[src/rtl/nav_arb_pkg.sv]
// Shared types and constants for the navigation command arbiter.
package nav_arb_pkg;

  localparam int NUM_REQ = 2;
  localparam int HDNG_W  = 12;

  typedef enum logic [1:0] {ST_IDLE, ST_ISSUE, ST_WAIT} state_t;
  typedef enum logic {CMD_HDNG, CMD_MV} cmd_t;

  localparam logic [1:0] GNT_NONE = 2'b00;
  localparam logic [1:0] GNT_R0   = 2'b01;
  localparam logic [1:0] GNT_R1   = 2'b10;

  localparam logic signed [HDNG_W-1:0] NORTH = 12'h000;
  localparam logic signed [HDNG_W-1:0] WEST  = 12'h3FF;
  localparam logic signed [HDNG_W-1:0] SOUTH = 12'h7FF;
  localparam logic signed [HDNG_W-1:0] EAST  = 12'hC00;

  // One requester's pulse interface, bundled for the latch array.
  typedef struct packed {
    logic                     hdng_req;
    logic                     mv_req;
    logic signed [HDNG_W-1:0] hdng;
  } req_t;

endpackage

[src/rtl/nav_req_latch.sv]
// Pending heading/move bits plus stored heading for a single requester.
// A new pulse wins over a same-cycle clear so a request is never lost.
module nav_req_latch
  import nav_arb_pkg::*;
(
  input  logic                     clk,
  input  logic                     rst_n,
  input  req_t                     req,
  input  logic                     clr_hdng,
  input  logic                     clr_mv,
  output logic                     hdng_pend,
  output logic                     mv_pend,
  output logic signed [HDNG_W-1:0] hdng_q
);

  // Heading pending bit and stored heading; newest heading overwrites.
  always_ff @(posedge clk or negedge rst_n) begin
    if (!rst_n) begin
      hdng_pend <= 1'b0;
      hdng_q    <= '0;
    end else if (req.hdng_req) begin
      hdng_pend <= 1'b1;
      hdng_q    <= req.hdng;
    end else if (clr_hdng) begin
      hdng_pend <= 1'b0;
    end
  end

  // Move pending bit.
  always_ff @(posedge clk or negedge rst_n) begin
    if (!rst_n)          mv_pend <= 1'b0;
    else if (req.mv_req) mv_pend <= 1'b1;
    else if (clr_mv)     mv_pend <= 1'b0;
  end

endmodule

[src/rtl/nav_arbiter.sv]
// Arbitrates heading/move commands from two requesters onto one navigation
// unit. r0 has fixed priority; grants are held until the unit completes.
// Optional WAIT timeout enabled by defining NAV_TMO_EN.
module nav_arbiter
  import nav_arb_pkg::*;
#(
  parameter logic [23:0] TMO_CYC = 24'd5_000_000
) (
  input  logic                     clk,
  input  logic                     rst_n,
  input  logic                     r0_hdng_req,
  input  logic                     r0_mv_req,
  input  logic signed [HDNG_W-1:0] r0_hdng,
  input  logic                     r1_hdng_req,
  input  logic                     r1_mv_req,
  input  logic signed [HDNG_W-1:0] r1_hdng,
  input  logic                     mv_cmplt,
  output logic                     strt_hdng,
  output logic                     strt_mv,
  output logic signed [HDNG_W-1:0] dsrd_hdng,
  output logic                     r0_done,
  output logic                     r1_done,
  output logic [1:0]               gnt,
  output logic                     busy,
  output logic                     nav_err
);

  req_t [NUM_REQ-1:0]              req;
  logic [NUM_REQ-1:0]              hp, mp, clr_h, clr_m;
  logic [NUM_REQ-1:0][HDNG_W-1:0]  hq;

  state_t             state, nxt;
  cmd_t               cmd_q, sel_cmd;
  logic [NUM_REQ-1:0] gnt_q, done_q;
  logic [HDNG_W-1:0]  dsrd_q;
  logic               sel_idx, do_grant, do_done, do_tmo, err_q;

  assign req[0] = '{hdng_req: r0_hdng_req, mv_req: r0_mv_req, hdng: r0_hdng};
  assign req[1] = '{hdng_req: r1_hdng_req, mv_req: r1_mv_req, hdng: r1_hdng};

  for (genvar g = 0; g < NUM_REQ; g++) begin : g_lat
    nav_req_latch u_lat (
      .clk      (clk),
      .rst_n    (rst_n),
      .req      (req[g]),
      .clr_hdng (clr_h[g]),
      .clr_mv   (clr_m[g]),
      .hdng_pend(hp[g]),
      .mv_pend  (mp[g]),
      .hdng_q   (hq[g])
    );
  end

`ifdef NAV_TMO_EN
  logic [23:0] tmo_cnt;

  // Timeout counter: zeroed when a command is granted, counts while waiting.
  always_ff @(posedge clk or negedge rst_n) begin
    if (!rst_n)                tmo_cnt <= '0;
    else if (do_grant)         tmo_cnt <= '0;
    else if (state == ST_WAIT) tmo_cnt <= tmo_cnt + 24'd1;
  end
`else
  logic tmo_unused;
  assign tmo_unused = ^TMO_CYC;
`endif

  // Next state, owner/command selection and pending-bit clears.
  always_comb begin
    nxt      = state;
    do_grant = 1'b0;
    do_done  = 1'b0;
    do_tmo   = 1'b0;
    sel_idx  = 1'b0;
    sel_cmd  = CMD_HDNG;
    clr_h    = '0;
    clr_m    = '0;
    case (state)
      ST_IDLE: begin
        if (|(hp | mp)) begin
          do_grant = 1'b1;
          nxt      = ST_ISSUE;
          for (int i = NUM_REQ - 1; i >= 0; i--)
            if (hp[i] | mp[i]) sel_idx = 1'(i);
          sel_cmd         = hp[sel_idx] ? CMD_HDNG : CMD_MV;
          clr_h[sel_idx]  = hp[sel_idx];
          clr_m[sel_idx]  = ~hp[sel_idx];
        end
      end
      ST_ISSUE: nxt = ST_WAIT;
      ST_WAIT: begin
        if (mv_cmplt) begin
          do_done = 1'b1;
          nxt     = ST_IDLE;
        end
`ifdef NAV_TMO_EN
        else if (tmo_cnt == TMO_CYC - 24'd1) begin
          do_tmo = 1'b1;
          nxt    = ST_IDLE;
        end
`endif
      end
      default: nxt = ST_IDLE;
    endcase
  end

  // State, grant, command, heading and completion/error pulse registers.
  always_ff @(posedge clk or negedge rst_n) begin
    if (!rst_n) begin
      state  <= ST_IDLE;
      cmd_q  <= CMD_HDNG;
      gnt_q  <= GNT_NONE;
      dsrd_q <= '0;
      done_q <= '0;
      err_q  <= 1'b0;
    end else begin
      state  <= nxt;
      done_q <= '0;
      err_q  <= do_tmo;
      if (do_grant) begin
        gnt_q <= GNT_R0 << sel_idx;
        cmd_q <= sel_cmd;
        if (sel_cmd == CMD_HDNG) dsrd_q <= hq[sel_idx];
      end
      if (do_done) done_q <= gnt_q;
      if (do_done || do_tmo) gnt_q <= GNT_NONE;
    end
  end

  assign strt_hdng = (state == ST_ISSUE) && (cmd_q == CMD_HDNG);
  assign strt_mv   = (state == ST_ISSUE) && (cmd_q == CMD_MV);
  assign busy      = (state != ST_IDLE);
  assign dsrd_hdng = dsrd_q;
  assign gnt       = gnt_q;
  assign r0_done   = done_q[0];
  assign r1_done   = done_q[1];
  assign nav_err   = err_q;

endmodule

[config.mk]
export PLATFORM = sky130hd
export DESIGN_NAME = nav_arbiter
export DESIGN_NICKNAME = d
export VERILOG_FILES = /design/src/rtl/nav_arb_pkg.sv /design/src/rtl/nav_req_latch.sv /design/src/rtl/nav_arbiter.sv
export SDC_FILE = /design/constraint.sdc
export NUM_CORES = 1
export LEC_CHECK = 0
export BUFFER_PORTS_ARGS = -buffer_cell sky130_fd_sc_hd__buf_2
export CAP_MARGIN = 40
export CORE_ASPECT_RATIO = 1.25
export CORE_MARGIN = 5
export CORE_UTILIZATION = 52
export CTS_CLUSTER_DIAMETER = 40
export DETAILED_ROUTE_END_ITERATION = 16
export GPL_ROUTABILITY_DRIVEN = 0
export PLACE_DENSITY = 0.9
export SKIP_CTS_REPAIR_TIMING = 1
export SYNTH_ARGS = -nofsm -noshare
export SYNTH_HDL_FRONTEND = slang
export SYNTH_HIERARCHICAL = 1
export SYNTH_SLANG_ARGS = --single-unit
[constraint.sdc]
create_clock -name clk -period 2.6 [get_ports clk]
set_input_delay 0.26 -clock clk [delete_from_list [all_inputs] [get_ports clk]]
set_output_delay 0.26 -clock clk [all_outputs]
set_load 0.01 [all_outputs]
* Yosys cells after proc, flatten, opt, wreduce, memory -nomap -nowiden
Index checks and enable logic that the tools add are counted.
Word-level totals: bits in registers 47, bits of input ports 31, output and inout port bits 20
Operators by class: magnitude comparators 3, equal/unequal tests 4, shift operators 1, muxes and demuxes 37, bitwise gates (word level) 8, reductions and logical operators 13
Operators by type and width (count):
- $mux 1 | 24
- $mux 12 | 2
- $mux 2 | 9
- $reduce_bool 2->1 | 6
- $pmux 2 s3 | 1
- $and 2x2->2 | 2
- $lt 1x2->1 const B | 2
- $ne 2x2->1 const B | 2
- $reduce_and 2->1 | 2
- $logic_and 1x1->1 | 3
- $not 1->1 | 3
- $eq 2x1->1 const B | 1
- $eq 2x2->1 const B | 1
- $logic_not 2->1 | 1
- $or 1x1->1 | 2
- $or 2x2->2 | 1
- $reduce_or 2->1 | 1
- $shl 1x1->2 const A | 1
- $demux 1 s1 | 1
- $ge 1x1->1 const B | 1

* Depth between registers and ports, before layout
word-level depth 14, depth in mapped cells 7

* By module
The synthesis kept the hierarchy.
By module, submodules not included:
- nav_req_latch | times used 2, cells each 31, area an instance 554.3 um2
- nav_arbiter | times used 1, cells each 107, area an instance 915.9 um2

* Worst setup path after synthesis
Ideal clock, no wire load.
kind flip-flop to flip-flop, start point reg state[0], end point reg g_lat[1].u_lat.mv_pend, data arrival time 1.677 ns, data required time 2.482 ns, setup slack 0.805 ns, stages on the path, launching flop included 8, buffers on the path 2, period minus slack after synthesis 1.795 ns, path through dfrtp_1 or2_1 buf_6 or4_4 buf_6 nor2_1 inv_1 a21o_1
On the way: cells in the longest elaborated chain, start to end 3
RTL lines:
- start: declaration | line nav_arbiter.sv:32 | state_t state, nxt;
- start signal: assignment | line nav_arbiter.sv:117 | state <= nxt;
- $logic_not 2->1 | line nav_arbiter.sv:78 | case (state)
- $mux 2 | line nav_arbiter.sv:78
- named net clr_m[1] | line nav_arbiter.sv:29 | logic [NUM_REQ-1:0] hp, mp, clr_h, clr_m;
- $reduce_bool 2->1 (no source line)
- end signal: assignment | line nav_req_latch.sv:31 | if (!rst_n) mv_pend <= 1'b0;
- end signal: assignment | line nav_req_latch.sv:32 | else if (req.mv_req) mv_pend <= 1'b1;
- end signal: assignment | line nav_req_latch.sv:33 | else if (clr_mv) mv_pend <= 1'b0;
- end: declaration | line nav_req_latch.sv:12 | output logic mv_pend,
The timed path passes the listed nets, and every way through them passes these cells. A chain may end at the register's enable or synchronous reset.

* Worst setup path in the final report
Same ends and word-level chain as after synthesis.

==> flow_metrics.tcl <==
set metrics [dict create \
    status "complete, no violations" \
    synth-seq-cells 47 \
    dieHeight_um 79.8 \
    routed_via_density 5.05 \
    timing.final.ws_setup_ns 0.770 \
    yosysSeqAreaShare_pct 58.1 \
    grt_pass1_vias 1539 \
    p_per_area_nw_per_um2 890 \
    num_antenna_cells 0 \
    final_common_cell "buf_2" \
    min_period_ns 1.83 \
    crit_arrival_ns 2.02 \
    cts_tree "yes" \
    drtIter0Drc 88 \
    hp-start "r0_mv_req" \
    max_stage_delay_ns 0.61 \
    hpwl_mm 3.07 \
    start_util_pct 53.5 \
    multi_input_area_um2 761 \
    area_delta_synth_final_pct 18.4 \
    tightestPinTransition_ns 0.581 \
    cp-startpoint "state[0]$_DFFE_PN0P_" \
    numCtsBuffers 5 \
    grt_pass1_wl_mm 6.82 \
    synth_top_area_share_pct 58.1 \
    setup_viol 0 \
    yosysWarnings 6 \
    ys_types 27 \
    ios 51 \
    intPower_mw 1.40 \
    rows 25 \
    pwr-share-comb_pct 32.3 \
    cts_max_path_buffers 2 \
    clock-root-buffer "clkbuf_8" \
    synthArstFlopShare_pct 100 \
    worstSetupPathType "reg -> reg" \
    required_ns 2.79 \
    final_nets 252 \
    clock_sinks 47 \
    grt_max_degree 26 \
    hp-class "in -> reg" \
    final_hold_viol_count 0 \
    power.switching_mw 0.731 \
    critPathLaunchType "flip-flop" \
    path_cells "or2_1 -> or4_4 -> nor2_1 -> inv_1 -> a21o_1" \
    maxSlewViolCount 0 \
    syn_area_um2 2020 \
    wl_per_cell_um 14.7 \
    grt_usage_pct 17.3 \
    placed_area_um2 2310 \
    reg2reg_depth 5 \
    syn_nets 200 \
    grt.overflow.total 0 \
    place_ws_ns 0.770 \
    r2r_start "state[0]$_DFFE_PN0P_" \
    swShare_pct 34.3 \
    drtAntennaViolNets 0 \
    dieArea_um2 5250 \
    fillCellCount 315 \
    synth_area_leaders "dfrtp_1, mux2_4, nand2_1" \
    regArea_um2 1180 \
    route.detailed.drc 0 \
    rsz0062_at_grt "no" \
    seqPwrFrac_pct 49.1 \
    max_freq_mhz 546 \
    synthCells 169 \
    drt_first_pass_iters 4 \
    finClkSkew_ns 0.00426 \
    synth.avg_cell_area_um2 12.0 \
    finish.utilization_pct 63.3 \
    synth_edf_count 0 \
    drive_above_1_share_pct 39.1 \
    htreeDepth 2 \
    drt_wl_total_mm 4.02 \
    final_cell_mix "buf_2, dfrtp_1, nand2_1" \
    layoutNonFillerInstCount 274 \
    die_w_um 65.8 \
    min_path_cells 2 \
    slowest_stage "or4_4" \
    path_max_fanout 13 \
    cp-end-kind "flip-flop" \
    p_leak_nw 1.15 \
    clk_latency_ns 0.29 \
    design_area_um2 2400 \
    dp_cells 267 \
    slew_headroom_pct 61.3 \
    num_vias 1383 \
    maxCapViolations 0 \
    fin_setup_tns_ns 0 \
    antenna_found_initial 0 \
    fin_crit_sh_pct 70.4 \
    ir_drop_mv 0.489 \
    clkTransAtPathRegs_ns 0.08 \
    io_buffers 49 \
    p_clk_share_pct 18.6 \
    core_um2 3780 \
    yosys.area.top_type "dfrtp_1" \
    synthFlopType "dfrtp_1" \
]
logic make-up after synthesis:
group           Yosys count  synth area share, %
flops                    47                 58.1
simple gates             59                 13.0
compound gates           24                 7.66
mux                      24                 16.7
buf+inv                  14                 4.33
other cells               1                0.185
registers in the layout, summed over array words and instances (netlist names):
| register | flops |
|---|---|
| cmd_q | 1 |
| done_q | 2 |
| dsrd_hdng | 12 |
| g_lat.u_lat/hdng_pend | 2 |
| g_lat.u_lat/hdng_q | 24 |
| g_lat.u_lat/mv_pend | 2 |
| gnt | 2 |
| state | 2 |
worst paths after layout:
path	to	slack, ns
setup / recovery	g_lat[1].u_lat/mv_pend$_DFFE_PN0P_	0.77
hold / removal	g_lat[0].u_lat/mv_pend$_DFFE_PN0P_	0.14
setup reg to reg	g_lat[1].u_lat/mv_pend$_DFFE_PN0P_	0.77
hold reg to reg	g_lat[1].u_lat/mv_pend$_DFFE_PN0P_	0.50
max in group asynchronous	g_lat[1].u_lat/hdng_q[8]$_DFFE_PN0P_	1.59
min in group asynchronous	g_lat[0].u_lat/hdng_q[2]$_DFFE_PN0P_	0.49
stage by stage:
step / power [mW] / hold slack [ns]
global route: 2.31 / 0.129
global placement: 1.71 / 0.445
finish: 2.13 / 0.143
floorplan: 1.50 / -0.0356
CTS: 2.16 / -0.0445
detailed placement: 1.76 / 0.284
power by group through the flow:
| stage | clock [mW] | sequential [mW] | combinational, mW |
|---|---|---|---|
| floorplan | 0 | 1.08 | 0.421 |
| global placement | 0 | 1.05 | 0.661 |
| detailed placement | 0 | 1.06 | 0.701 |
| CTS | 0.417 | 1.05 | 0.699 |
| global route | 0.450 | 1.08 | 0.780 |
| finish | 0.396 | 1.05 | 0.690 |
routing by layer:
layer	up-vias	wire length (um)	track usage [%]
li1	667	-	-
met1	663	1590	20.3
met2	43	2080	29.4
met3	10	269	5.21
met4	0	79	6.85
met5	-	0	0
worst max-delay path, delay by kind of cell, from the launching register on:
family	cells	cell delay, ns
buffers and inverters	1	0.05
and+or+nand+nor	3	1.09
AOI/OAI and AO/OA	1	0.15
DFF	1	0.44
cell type report:
type | instances | share of cell area [%]
multi-input combinational | 108 | 31.7
tap | 54 | 2.82
inverter | 6 | 0.939
sequential | 47 | 49.1
clock buffer | 6 | 3.03
timing repair buffer | 53 | 12.4
Yosys cell counts, drive strengths merged, types with 2 or more instances:
master and number:
mux2 24, nand2 24, o21ai 4, nand2b 3
and3 2, clkbuf 2, inv 6, a31oi 12
a21o 4, dfrtp 47, buf 6, a21oi 3
nor2 23
Note: power is estimated with default switching activity, not from simulation.
